[src/rtl/ysyx_22040759_ifu_axi_rd_pkg.sv]
// rtl/ysyx_22040759_ifu_axi_rd_pkg.sv - shared FSM encodings and AXI constants for the IF read master
//
// Purpose: state encoding of the fetch FSM and the fixed AXI4 read-channel
// field values used by ysyx_22040759_ifu_axi_rd.
// Ports: none (package).
package ysyx_22040759_ifu_axi_rd_pkg;

  typedef enum logic [2:0] {
    IFR_IDLE  = 3'd0,
    IFR_ADDR  = 3'd1,
    IFR_DATA  = 3'd2,
    IFR_DONE  = 3'd3,
    IFR_DRAIN = 3'd4
  } ifr_state_e;

  localparam logic [1:0] RESP_OKAY  = 2'b00;
  localparam logic [1:0] BURST_INCR = 2'b01;
  localparam logic [2:0] SIZE_8B    = 3'b011;
  localparam logic [7:0] LEN_SINGLE = 8'd0;

endpackage

[src/rtl/ysyx_22040759_ifu_axi_rd.sv]
// rtl/ysyx_22040759_ifu_axi_rd.sv - single-beat AXI4 instruction fetch read master
//
// Purpose: takes one fetch request at a time from IF, issues one 8-byte AXI
// read for the enclosing doubleword, returns the selected 32-bit lane.
// Ports:
//   clk, rst               clock, synchronous active-high reset
//   if_valid, inst_addr    fetch request from IF
//   flush                  discard current fetch (taken branch)
//   if_ready, if_data_read fetch result ({32'h0, instruction})
//   if_err                 sticky error (bad r_resp or r_id)
//   ar_*                   AXI read address channel
//   r_*                    AXI read data channel
module ysyx_22040759_ifu_axi_rd
  import ysyx_22040759_ifu_axi_rd_pkg::*;
#(
  parameter logic [3:0]  AXI_ID  = 4'd0,
  parameter logic [31:0] RST_NOP = 32'h13
) (
  input  logic        clk,
  input  logic        rst,
  input  logic        if_valid,
  input  logic [63:0] inst_addr,
  input  logic        flush,
  output logic        if_ready,
  output logic [63:0] if_data_read,
  output logic        if_err,
  output logic        ar_valid,
  input  logic        ar_ready,
  output logic [63:0] ar_addr,
  output logic [3:0]  ar_id,
  output logic [7:0]  ar_len,
  output logic [2:0]  ar_size,
  output logic [1:0]  ar_burst,
  input  logic        r_valid,
  output logic        r_ready,
  input  logic [63:0] r_data,
  input  logic [1:0]  r_resp,
  input  logic        r_last,
  input  logic [3:0]  r_id
);

  ifr_state_e  state, next_state;
  logic        lane;
  logic        flush_seen;
  logic [31:0] data_q;
  logic        err_q;
  logic        beat_ok;
  logic        drop;
  logic        unused_ok;

  // r_last carries no information for a single-beat burst; the low address
  // bits are implied by 4-byte alignment.
  assign unused_ok = ^{r_last, inst_addr[1:0]};

  assign beat_ok = (r_resp == RESP_OKAY) && (r_id == AXI_ID);
  // A flush seen at any point since the request makes the result stale.
  assign drop    = flush | flush_seen;

  always_ff @(posedge clk) begin
    if (rst) state <= IFR_IDLE;
    else     state <= next_state;
  end

  always_comb begin
    next_state = state;
    ar_valid   = 1'b0;
    r_ready    = 1'b0;
    if_ready   = 1'b0;
    case (state)
      IFR_IDLE: begin
        if (if_valid && !flush) next_state = IFR_ADDR;
      end
      IFR_ADDR: begin
        // The AR cannot be retracted once raised, so a flush here only
        // redirects the returning beat into DRAIN.
        ar_valid = 1'b1;
        if (ar_ready) next_state = drop ? IFR_DRAIN : IFR_DATA;
      end
      IFR_DATA: begin
        r_ready = 1'b1;
        if (r_valid) next_state = drop ? IFR_IDLE : IFR_DONE;
      end
      IFR_DONE: begin
        if_ready = 1'b1;
        if (flush || if_valid) next_state = IFR_IDLE;
      end
      IFR_DRAIN: begin
        r_ready = 1'b1;
        if (r_valid) next_state = IFR_IDLE;
      end
      default: next_state = IFR_IDLE;
    endcase
  end

  always_ff @(posedge clk) begin
    if (rst) begin
      ar_addr    <= 64'h0;
      lane       <= 1'b0;
      flush_seen <= 1'b0;
      data_q     <= 32'h0;
      err_q      <= 1'b0;
    end else begin
      if (state == IFR_IDLE && if_valid && !flush) begin
        ar_addr <= {inst_addr[63:3], 3'b000};
        lane    <= inst_addr[2];
      end

      if (next_state == IFR_IDLE)
        flush_seen <= 1'b0;
      else if ((state == IFR_ADDR || state == IFR_DATA) && flush)
        flush_seen <= 1'b1;

      if (state == IFR_DATA && r_valid) begin
        if (!beat_ok) err_q <= 1'b1;
        if (!drop)
          data_q <= !beat_ok ? RST_NOP : (lane ? r_data[63:32] : r_data[31:0]);
      end
    end
  end

  assign if_data_read = {32'h0, data_q};
  assign if_err       = err_q;
  assign ar_id        = AXI_ID;
  assign ar_len       = LEN_SINGLE;
  assign ar_size      = SIZE_8B;
  assign ar_burst     = BURST_INCR;

endmodule

[config.mk]
export PLATFORM = sky130hd
export DESIGN_NAME = ysyx_22040759_ifu_axi_rd
export DESIGN_NICKNAME = d
export VERILOG_FILES = /design/src/rtl/ysyx_22040759_ifu_axi_rd_pkg.sv /design/src/rtl/ysyx_22040759_ifu_axi_rd.sv
export SDC_FILE = /design/constraint.sdc
export NUM_CORES = 1
export LEC_CHECK = 0
export ABC_CLOCK_PERIOD_IN_PS = 1820
export BUFFER_PORTS_ARGS = -buffer_cell sky130_fd_sc_hd__buf_4
export CAP_MARGIN = 20
export CORE_MARGIN = 5
export CORE_UTILIZATION = 38
export DETAILED_ROUTE_END_ITERATION = 12
export PLACE_DENSITY = 0.77
export SYNTH_ARGS = -nofsm -noshare
export SYNTH_HDL_FRONTEND = slang
export SYNTH_SLANG_ARGS = --single-unit
[constraint.sdc]
create_clock -name clk -period 1.82 [get_ports clk]
set_clock_uncertainty 0.1 [all_clocks]
set_input_delay 0.364 -clock clk [delete_from_list [all_inputs] [get_ports clk]]
set_output_delay 0.364 -clock clk [all_outputs]
set_load 0.01 [all_outputs]
==> metrics.md <==
| Metric | Value |
|---|---|
| DR DRC count | `0` |
| DRT Pass-1 Iters | `4` |
| Post-synthesis cell area | `0.00438 mm²` |
| Post-synthesis mux area share | `8.37%` |
| WHS | `171 ps` |
| CTS max path bufs | `2` |
| Pin count of the biggest net entering global routing | `46` |
| Fin crit period | `1740 ps` |
| Share of the yosys chip area belonging to registers | `45.3%` |
| Reg clk slew, reported paths | `70 ps` |
| Worst vdd ir | `0.421 mV` |
| Adder-cell share of the synthesized area | `0%` |
| Ports | `290` |
| Cts bufs inserted | `9` |
| Gr usage total | `17.2%` |
| Placed insts | `870` |
| Filler Cells Inserted | `993` |
| Die span in x | `117 µm` |
| Vias in the first global route | `4101` |
| Crit path max fanout | `8` |
| Dpl cell area | `0.00617 mm²` |
| Final ANT Viol Nets | `0` |
| Critical path arrival | `1840 ps` |
| Fin. Hold Viols | `0` |
| Vias per std cell | `4.64` |
| Yosys warning count | `0` |
| Crit Path Category | `flip-flop to flip-flop` |
| GP Congestion | `0.793` |
| # port buffers | `234` |
| # diodes | `0` |
| Count leader, synth | `nand2_1` |
| Unrepaired setup endpoints after global routing | `no` |
| Initial antenna violation count | `0` |
| Post-synthesis compound-gate area fraction | `15.1%` |
| Static Leakage | `0.00290 µW` |
| Post-detail-place hpwl | `9.85 mm` |
| Sink Count | `99` |
| Layout cell share with drive strength beyond 1 | `42.4%` |
| NetSw | `1190 µW` |
| WP data required | `1930 ps` |
| Die Ht | `117 µm` |
| Synth top area share | `45.3%` |
| H-tree levels | `3` |
| Initial drt markers | `243` |
| R2r setup slk | `80 ps` |
| Routed wire length | `12.6 mm` |
| Fin area | `0.00647 mm²` |
| Unique masters post-synth | `32` |
| Period utilisation layout | `95.4%` |
| Setup TNS | `0 ps` |
| Startpoint Class | `flip-flop` |
| Maxcap violations | `0` |
| Clock Tree Root | `clkbuf_16` |
| Area contributors post-synth | `dfxtp_1 45%, nand2_1 11%, buf_4 9.1%` |
| Post-synth ARST share | `0%` |
| Post-Synth XOR/XNOR Area | `0.400%` |
| Ys flop type | `dfxtp_1` |
| Seq pwr share | `46.4%` |
| TritonCTS clock tree | `built` |
| Post-CTS Setup Bufs | `0` |
| Final setup vio count | `0` |
| Slew Limit Fails | `0` |
| Status | `finished, final reports clean` |
| Clock Latency Late Sink | `330 ps` |
| Post-synth EDFFs | `0` |
| Count of state elements after synthesis | `99` |
| Endpoint class of the critical path | `flip-flop` |
| Syn Inst Count | `514` |
| Worst Hold Class | `primary input to flip-flop` |
| PD cells | `759 mW/mm²` |
| Post-Syn Area per Cell | `8.52 µm²` |
| Layout net count | `879` |
| Area leader, netlist | `dfxtp_1` |
| Int Pwr | `3720 µW` |
| Switch share | `24.3%` |
| Simple-gate area share of the yosys netlist | `17.2%` |
| Post-synth top cells | `125 x nand2_1, 99 x dfxtp_1, 65 x a21oi_1` |
| Achievable frequency | `0.576 GHz` |
| Logic pwr share | `15.6%` |
| Via count | `4108` |
| Largest family of logic cells by synthesized area | `simple AND/OR/NAND/NOR gates` |
| Core area | `0.0114 mm²` |
| Synthesis-to-finish area growth | `47.7%` |
| Total power | `4910 µW` |
| First-pass GRT wire length | `19.9 mm` |
| Clk network pwr share | `38.1%` |
| Initial Utilization | `38.5%` |
| Standard-cell rows | `39` |
| Die ar. | `0.0138 mm²` |
| WL/cell | `14.3 µm` |
| Final cell count without fillers | `886` |
| Grt ovf | `0` |
## placed cells by master, fill, tap and decap left out, types with 2 or more instances in the layout
cell type / n
buf_4: 244
buf_12: 8
nand2b_1: 2
clkbuf_16: 9
a21oi_1: 65
mux2i_1: 4
mux2_2: 29
nor2_1: 40
nor3_1: 4
o21ai_0: 4
nor4_4: 2
a22oi_1: 18
or3b_4: 2
clkinv_2: 2
conb_1: 52
a22oi_2: 11
nand2_1: 125
dfxtp_1: 98
a211oi_1: 3
inv_1: 3
## state kept, by name, indices dropped and copies added (netlist names)
signal and cells:
ar_addr 61, data_q 32, state 3, if_err 1, flush_seen 1, lane 1
## cell type report
cell class	count	area, µm²	area share [%]
clock inverter	6	65.1	1.01
clock buffer	10	229	3.54
sequential	99	1980	30.7
timing repair buffer	252	1990	30.8
multi-input combinational	373	2010	31.1
inverter	3	11.3	0.174
tap	143	179	2.77
## worst max-delay path, cell delays in order, from the launching register on
cell and delay (ps):
dfxtp_2 340, or3b_4 430, or2_1 290, buf_4 190
a22oi_2 200, nor2_1 50
## power groups by stage
stage	sequential [µW]	combinational [µW]	clock [µW]
2_1_floorplan	2350	386	0
3_3_place_gp	2320	745	0
3_5_place_dp	2320	765	0
4_1_cts	2280	767	1930
5_1_grt	2280	834	2030
6_report	2280	763	1870
## cell families (layout without fill, tap and decap cells)
family / Yosys count / in the layout
compound gates: 104 / 104
xor+xnor: 2 / 2
buf+inv: 92 / 271
flops: 99 / 99
mux: 33 / 33
other cells: 2 / 52
simple gates: 182 / 182
## repair_timing
action / CTS / global route
gates resized for setup: 0 / 3
setup endpoints to repair: 0 / 8
hold buffers: 0 / 0
## stage by stage
stage	util (%)	setup WS (ps)
global placement	54.2	-61.1
finish	56.9	84.5
global route	56.9	8.07
CTS	56.8	50.4
floorplan	-	40.5
detailed placement	54.2	-106
## worst paths after layout
path | startpoint | end | cells after the start
max | state[0] | data_q[11] | 5
min | inst_addr[54] | ar_addr[54] | 3
max reg2reg | state[0] | data_q[11] | 5
min reg2reg | ar_addr[46] | ar_addr[46] | 2
## routing by layer
metal / track usage [%] / share of wire [%] / up-vias / routed length (µm)
met1: 18.1 / 36 / 1866 / 4540
met5: 0 / 0 / - / 0
met4: 4.93 / 1.1 / 0 / 145
met2: 31.3 / 53 / 181 / 6680
li1: - / - / 2048 / -
met3: 7.03 / 10 / 13 / 1290
(Power assumes the default switching activity.)
